$ cat src/rtl/io_handshake_unit.sv
// Board-facing handshake stage: button sync/debounce plus the wait FSM that stalls the core on I/O and PAUSE.
// Define IO_DEBOUNCE_BYPASS_EN to replace the debounce counters with a plain registered synchronizer output.
module io_handshake_unit #(
  parameter int unsigned DEBOUNCE_CYCLES = 16,
  parameter int unsigned DATA_WIDTH      = 32,
  parameter int unsigned SWITCH_WIDTH    = 16
) (
  input  logic                    clock,
  input  logic                    reset,
  input  logic                    raw_enter,
  input  logic                    raw_continue,
  input  logic                    is_input,
  input  logic                    is_output,
  input  logic [SWITCH_WIDTH-1:0] switches,
  input  logic [DATA_WIDTH-1:0]   output_data,
  output logic                    confirmation,
  output logic                    continue_button,
  output logic [DATA_WIDTH-1:0]   input_data,
  output logic [DATA_WIDTH-1:0]   display_value,
  output logic                    waiting
);

  localparam int unsigned NBTN  = 2;
  localparam int unsigned BTN_E = 0;
  localparam int unsigned BTN_C = 1;

  typedef enum logic [2:0] {
    S_IDLE,
    S_WAIT_OUT,
    S_WAIT_IN,
    S_WAIT_CONT,
    S_RELEASE
  } state_e;

  logic [NBTN-1:0] raw_c;
  logic [NBTN-1:0] sync1_q;
  logic [NBTN-1:0] sync2_q;
  logic [NBTN-1:0] level_c;
  logic [NBTN-1:0] level_prev_q;
  logic [NBTN-1:0] press_c;

  assign raw_c = {raw_continue, raw_enter};

  // Two-flop synchronizer for both buttons
  always_ff @(posedge clock) begin
    if (reset) begin
      sync1_q      <= '0;
      sync2_q      <= '0;
      level_prev_q <= '0;
    end else begin
      sync1_q      <= raw_c;
      sync2_q      <= sync1_q;
      level_prev_q <= level_c;
    end
  end

  for (genvar b = 0; b < NBTN; b++) begin : g_btn
`ifdef IO_DEBOUNCE_BYPASS_EN
    logic lvl_q;

    always_ff @(posedge clock) begin
      if (reset) begin
        lvl_q <= 1'b0;
      end else begin
        lvl_q <= sync2_q[b];
      end
    end
`else
    localparam int unsigned CNT_W = (DEBOUNCE_CYCLES > 2) ? $clog2(DEBOUNCE_CYCLES) : 1;

    logic             lvl_q;
    logic             lvl_d;
    logic [CNT_W-1:0] cnt_q;
    logic [CNT_W-1:0] cnt_d;

    // Count consecutive samples that disagree with the level; any agreeing sample restarts the count
    always_comb begin
      cnt_d = '0;
      lvl_d = lvl_q;
      if (sync2_q[b] != lvl_q) begin
        if (cnt_q == CNT_W'(DEBOUNCE_CYCLES - 1)) begin
          lvl_d = sync2_q[b];
        end else begin
          cnt_d = cnt_q + CNT_W'(1);
        end
      end
    end

    always_ff @(posedge clock) begin
      if (reset) begin
        lvl_q <= 1'b0;
        cnt_q <= '0;
      end else begin
        lvl_q <= lvl_d;
        cnt_q <= cnt_d;
      end
    end
`endif
    assign level_c[b] = lvl_q;
  end

  assign press_c = level_c & ~level_prev_q;

  logic mode_out_c;
  logic mode_in_c;
  logic mode_pause_c;

  assign mode_pause_c = is_input & is_output;
  assign mode_out_c   = is_output & ~is_input;
  assign mode_in_c    = is_input & ~is_output;

  state_e                state_q;
  state_e                state_d;
  logic                  conf_q;
  logic                  conf_d;
  logic                  cont_q;
  logic                  cont_d;
  logic                  wait_q;
  logic                  wait_d;
  logic [DATA_WIDTH-1:0] in_q;
  logic [DATA_WIDTH-1:0] in_d;
  logic [DATA_WIDTH-1:0] disp_q;
  logic [DATA_WIDTH-1:0] disp_d;

  always_ff @(posedge clock) begin
    if (reset) begin
      state_q <= S_IDLE;
      conf_q  <= 1'b0;
      cont_q  <= 1'b0;
      wait_q  <= 1'b0;
      in_q    <= '0;
      disp_q  <= '0;
    end else begin
      state_q <= state_d;
      conf_q  <= conf_d;
      cont_q  <= cont_d;
      wait_q  <= wait_d;
      in_q    <= in_d;
      disp_q  <= disp_d;
    end
  end

  // Wait FSM: a wait state abandons silently if the core's mode changes under it
  always_comb begin
    state_d = state_q;
    conf_d  = 1'b0;
    cont_d  = 1'b0;
    in_d    = in_q;
    disp_d  = disp_q;
    case (state_q)
      S_IDLE: begin
        if (mode_pause_c) begin
          state_d = S_WAIT_CONT;
        end else if (mode_out_c) begin
          disp_d  = output_data;
          state_d = S_WAIT_OUT;
        end else if (mode_in_c) begin
          state_d = S_WAIT_IN;
        end
      end
      S_WAIT_OUT: begin
        if (!mode_out_c) begin
          state_d = S_IDLE;
        end else if (press_c[BTN_E]) begin
          conf_d  = 1'b1;
          state_d = S_RELEASE;
        end
      end
      S_WAIT_IN: begin
        if (!mode_in_c) begin
          state_d = S_IDLE;
        end else if (press_c[BTN_E]) begin
          in_d    = DATA_WIDTH'(switches);
          conf_d  = 1'b1;
          state_d = S_RELEASE;
        end
      end
      S_WAIT_CONT: begin
        if (!mode_pause_c) begin
          state_d = S_IDLE;
        end else if (press_c[BTN_C]) begin
          cont_d  = 1'b1;
          state_d = S_RELEASE;
        end
      end
      S_RELEASE: begin
        if (level_c == '0) begin
          state_d = S_IDLE;
        end
      end
      default: state_d = S_IDLE;
    endcase
    wait_d = (state_d == S_WAIT_OUT) || (state_d == S_WAIT_IN) || (state_d == S_WAIT_CONT);
  end

  assign confirmation    = conf_q;
  assign continue_button = cont_q;
  assign waiting         = wait_q;
  assign input_data      = in_q;
  assign display_value   = disp_q;

endmodule
$ cat config.mk
export PLATFORM = sky130hd
export DESIGN_NAME = io_handshake_unit
export DESIGN_NICKNAME = d
export VERILOG_FILES = /design/src/rtl/io_handshake_unit.sv
export SDC_FILE = /design/constraint.sdc
export NUM_CORES = 1
export LEC_CHECK = 0
export BUFFER_PORTS_ARGS = -buffer_cell sky130_fd_sc_hd__buf_2
export CAP_MARGIN = 25
export CORE_UTILIZATION = 35
export DETAILED_ROUTE_END_ITERATION = 6
export MAX_ROUTING_LAYER = met4
export PLACE_DENSITY = 0.62
export SYNTH_ARGS = -nofsm -noshare
export SYNTH_HDL_FRONTEND = slang
export SYNTH_SLANG_ARGS = --single-unit
$ cat constraint.sdc
create_clock -name clock -period 1.6 [get_ports clock]
set_input_delay 0.4 -clock clock [delete_from_list [all_inputs] [get_ports clock]]
set_output_delay 0.4 -clock clock [all_outputs]
set_load 0.05 [all_outputs]
# After elaboration in Yosys (flattened, before gate mapping)

Cells that the tools add are included.
W data, S select, Z words.

Bits in registers: 70
Latch bits: 0
RAM bits: 0
Memory bits (read-only): 0
Input port bits: 54
Output and inout bits: 67
Logic and storage cells: 63
Memories: 0

$add $sub $neg: 2
$mul: 0
Div/mod/pow operators: 0
Magnitude comparators: 0
Equality and inequality tests: 11
Shift-type cells: 0
Mux-type cells: 15
Bitwise logic cells: 11
Reductions and logical operators: 11

Operators by type and width:

| kind                  | number |
|---|---|
| $mux W3               | 9 |
| $pmux W3 S5           | 1 |
| $eq A3 B2 Y1 const B  | 4 |
| $reduce_or A3 Y1      | 3 |
| $add A4 B1 Y4 const B | 2 |
| $eq A4 B4 Y1 const B  | 2 |
| $eq A3 B1 Y1 const B  | 2 |
| $not A1 Y1            | 6 |
| $reduce_and A3 Y1     | 2 |
| $mux W1               | 4 |
| $reduce_and A2 Y1     | 2 |
| $and A1 B1 Y1         | 3 |
| $eq A3 B3 Y1 const B  | 1 |
| $logic_not A3 Y1      | 1 |
| $and A2 B2 Y2         | 1 |
| $logic_not A2 Y1      | 1 |
| $logic_or A1 B1 Y1    | 2 |
| $ne A1 B1 Y1          | 2 |
| $not A2 Y2            | 1 |
| $pmux W1 S2           | 1 |

# Logic depth before layout (Yosys ltp)

Depth after elaboration: 9
Gate-level depth with buffers: 6
Depth with buffers taken out: 4

# Least setup slack after synthesis

No wires, ideal clock.

Kind: input-to-reg
Start point: input port is_output
End point: register in_q[7] (netlist: input_data[7])
Setup time: 0.128 ns
Data arrival time: 1.296 ns
Required time: 1.472 ns
Path slack: 0.176 ns
Cell stages on the path: 6
Buffers on the path: 2
Cells stage by stage: nand4bb_2 > nor3_2 > buf_6 > buf_12 > mux2i_1 > nor2_1

Longest elaborated chain between the ends: 3

RTL lines:

| item                        | line | source |
|---|---|---|
| start: declaration          | 13   | `input logic is_output,` |
| $not A1 Y1                  | 110  | `assign mode_in_c = is_input & ~is_output;` |
| $and A1 B1 Y1               | 110  |  |
| $reduce_and A3 Y1 (no line) | -    |  |
| end signal: assignment      | 138  | `in_q <= in_d;` |
| end: declaration            | 120  | `logic [DATA_WIDTH-1:0] in_q;` |

Every way passes these cells.
A chain may end at the register's enable or synchronous reset.

# Final worst setup path

Start point: register state_q[1]
End point: register in_q[6] (netlist: input_data[6])

Longest elaborated chain between the ends: 2

RTL lines:

| item                        | line | source |
|---|---|---|
| start: declaration          | 112  | `state_e state_q;` |
| start signal: assignment    | 134  | `state_q <= state_d;` |
| $eq A3 B2 Y1                | 150  | `case (state_q)` |
| $reduce_and A3 Y1 (no line) | -    |  |

Every way passes these cells.

==> results.sh <==
export IMPL_status="complete, no violations"
export IMPL_clk_latency_ns=0.33
export IMPL_clock_skew_ns=0.00966
export IMPL_cpLargestDelayFamily="flip-flops"
export IMPL_drive_gt1_share_pct=32.3
export IMPL_timing_worst_setup_path_type="reg2reg"
export IMPL_min_period_ns=1.45
export IMPL_syn_to_final_growth_pct=27.5
export IMPL_timing_rr_start="state_q[1]$_SDFF_PP0_"
export IMPL_slew_viol_final=0
export IMPL_syn_area_um2=2700
export IMPL_crit_slowest_cell="dfxtp_1"
export IMPL_finalHoldViolCount=0
export IMPL_rsz0062_at_grt="no"
export IMPL_antenna_left=0
export IMPL_grt_max_degree=33
export IMPL_worstPathCellList="nand4bb_2, nor3_4, buf_12, mux2i_1, nor2_1"
export IMPL_dp_hpwl_um=3830
export IMPL_power_mw=3.75
export IMPL_critPathBufInv=1
export IMPL_htree_levels=3
export IMPL_yosys_warnings=0
export IMPL_die_x_um=89.9
export IMPL_cp_required_ns=1.81
export IMPL_wire_per_inst_um=10.8
export IMPL_hold_path_class="in2reg"
export IMPL_slowest_delay_ns=0.48
export IMPL_grt_pass1_vias=2084
export IMPL_yosysTopAreaCell="dfxtp_1"
export IMPL_power_per_cell_area_nw_per_um2=1090
export IMPL_path_max_fanout=17
export IMPL_synth_top_area_share_pct=51.9
export IMPL_start_util_pct=36.7
export IMPL_cp_arrival_ns=1.66
export IMPL_cts_root_buf="clkbuf_8"
export IMPL_io_pins=121
export IMPL_drt_initial_drc_count=74
export IMPL_async_flop_share_pct=0
export IMPL_worstSetupEndpointType="flop"
export IMPL_cts_max_path_buffers=2
export IMPL_synth_main_ff_cell="dfxtp_1"
export IMPL_grt_overflow_total=0
export IMPL_synth_area_top_cells="dfxtp_1, nand2_1, mux2i_1, a21oi_1, buf_4"
export IMPL_dr_total_vias=2231
export IMPL_cts_buffers=9
export IMPL_period_share_pct=90.5
export IMPL_die_y_um=89.9
export IMPL_fin_cells=505
export IMPL_clkSlewWorstSetupHoldPaths_ns=0.07
export IMPL_critPathLaunch="state_q[1]$_SDFF_PP0_"
export IMPL_via_per_inst=4.42
export IMPL_antenna_cells=0
export IMPL_synthTopCellsByCount="dfxtp_1, nand2_1, a21oi_1, nor2_1, mux2i_1"
export IMPL_maxCapViolations=0
export IMPL_synth_seq_cells=70
export IMPL_place_congestion=0.833
export IMPL_core_um2=7370
export IMPL_synth_distinct_cells=41
export IMPL_syn_avg_cell_area_um2=9.07
export IMPL_yosysMostFrequentCell="dfxtp_1"
export IMPL_crit_path_start_kind="flop"
export IMPL_num_rows=31
export IMPL_setup_viol=0
export IMPL_track_usage_pct=14.2
export IMPL_port_buffers=104
export IMPL_cts_hold_buf=0
export IMPL_numPlacedInstances=489
export IMPL_fmax_mhz=690
export IMPL_antenna_found_initial=0
export IMPL_die_area_um2=8080
export IMPL_grt_first_pass_wirelength_um=9080
export IMPL_p_leak_nw=1.53
export IMPL_drc=0
export IMPL_firstDrtPassIters=4
export IMPL_syn_inst=298
export IMPL_cts_sinks=70
export IMPL_ys_seq_area_share_pct=51.9
export IMPL_synth_edf_count=0
export IMPL_cts_tree="done"
export IMPL_routed_wl_um=5460
export IMPL_worstHoldStart="raw_continue"
export IMPL_nNetsFinal=457
export IMPL_ir_drop_uv=501
-- power breakdown --
part | internal (mW) | switching [mW]
Sequential | 1.80 | 0.0293
Combinational | 0.141 | 0.385
Clock | 0.757 | 0.645
-- per-stage QoR --
stage,cell area [um2],utilization [%],TNS (ns),hold WS [ns],worst slack (ns)
after global routing,3440,46.7,0,0.271,0.0440
after CTS,3440,46.7,0,0.264,0.133
after global placement,3240,44.0,0,0.416,0.0351
after detailed placement,3240,44.0,-0.0266,0.432,-0.00832
after floorplan,2760,-,0,0.414,0.176
final,3440,46.7,0,0.282,0.151
-- worst reg2reg max path, stage by stage, from the launching register on --
cell and delay [ns]:
dfxtp_1 0.48, nand4bb_2 0.21, nor3_4 0.19, buf_12 0.19, mux2i_1 0.21, nor2_1 0.05
-- cell families (layout without fill, tap and decap cells) --
kind of cell	Yosys count	after routing	share of synthesized area, %
AND/OR/NAND/NOR	123	123	20.8
XOR/XNOR	6	6	1.94
AO/OA/AOI/OAI	43	43	8.80
flip-flops	70	70	51.9
adder cells (fa/ha/maj)	2	2	0.926
buffers and inverters	35	128	8.84
other	1	16	0.139
multiplexers	18	18	6.67
-- timing repair --
item | 4_1_cts | 5_1_grt
endpoints found under the setup margin | 0 | 8
setup buffers | 0 | 0
gates resized for setup | 0 | 1
-- sequential cells by signal, summed over array words and instances, names as in the netlist --
register	count
sync2_q	2
g_btn.lvl_q	2
continue_button	1
level_prev_q	2
confirmation	1
state_q	3
display_value	32
g_btn.cnt_q	8
input_data	16
sync1_q	2
waiting	1
-- worst paths after layout --
| path | to | slack (ns) | cells after the start |
|---|---|---|---|
| worst max-delay path | input_data[6]$_SDFFE_PP0P_ | 0.15 | 5 |
| worst min-delay path | sync1_q[1]$_SDFF_PP0_ | 0.28 | 2 |
| worst max register to register | input_data[6]$_SDFFE_PP0P_ | 0.15 | 5 |
| worst min register to register | sync2_q[1]$_SDFF_PP0_ | 0.44 | 1 |
-- metal layers --
layer | part of all wire (%) | track usage (%)
met1 | 46 | 16.6
met4 | 2.7 | 8.47
met3 | 4.4 | 3.21
met5 | 0 | -
met2 | 46 | 22.2
-- layout make-up --
type	count	area, um2
flip-flops and latches	70	1400
clock buffers	10	138
well taps	99	124
fillers	747	3930
inverters	3	11.3
repair buffers	109	583
clock inverters	6	61.3
multi-input cells	208	1120
-- cell usage in the layout, fill, tap and decap left out, types with 3 or more instances in the layout --
master,synthesis,layout
buf_4,16,3
buf_2,1,104
inv_1,3,3
nor2_1,30,30
nand2_1,66,66
xnor2_1,4,4
conb_1,1,16
a21oi_1,33,33
nor2b_1,6,6
dfxtp_1,70,69
mux2i_1,18,18
clkbuf_8,0,10
clkinv_2,0,3
(Power assumes the default switching activity.)
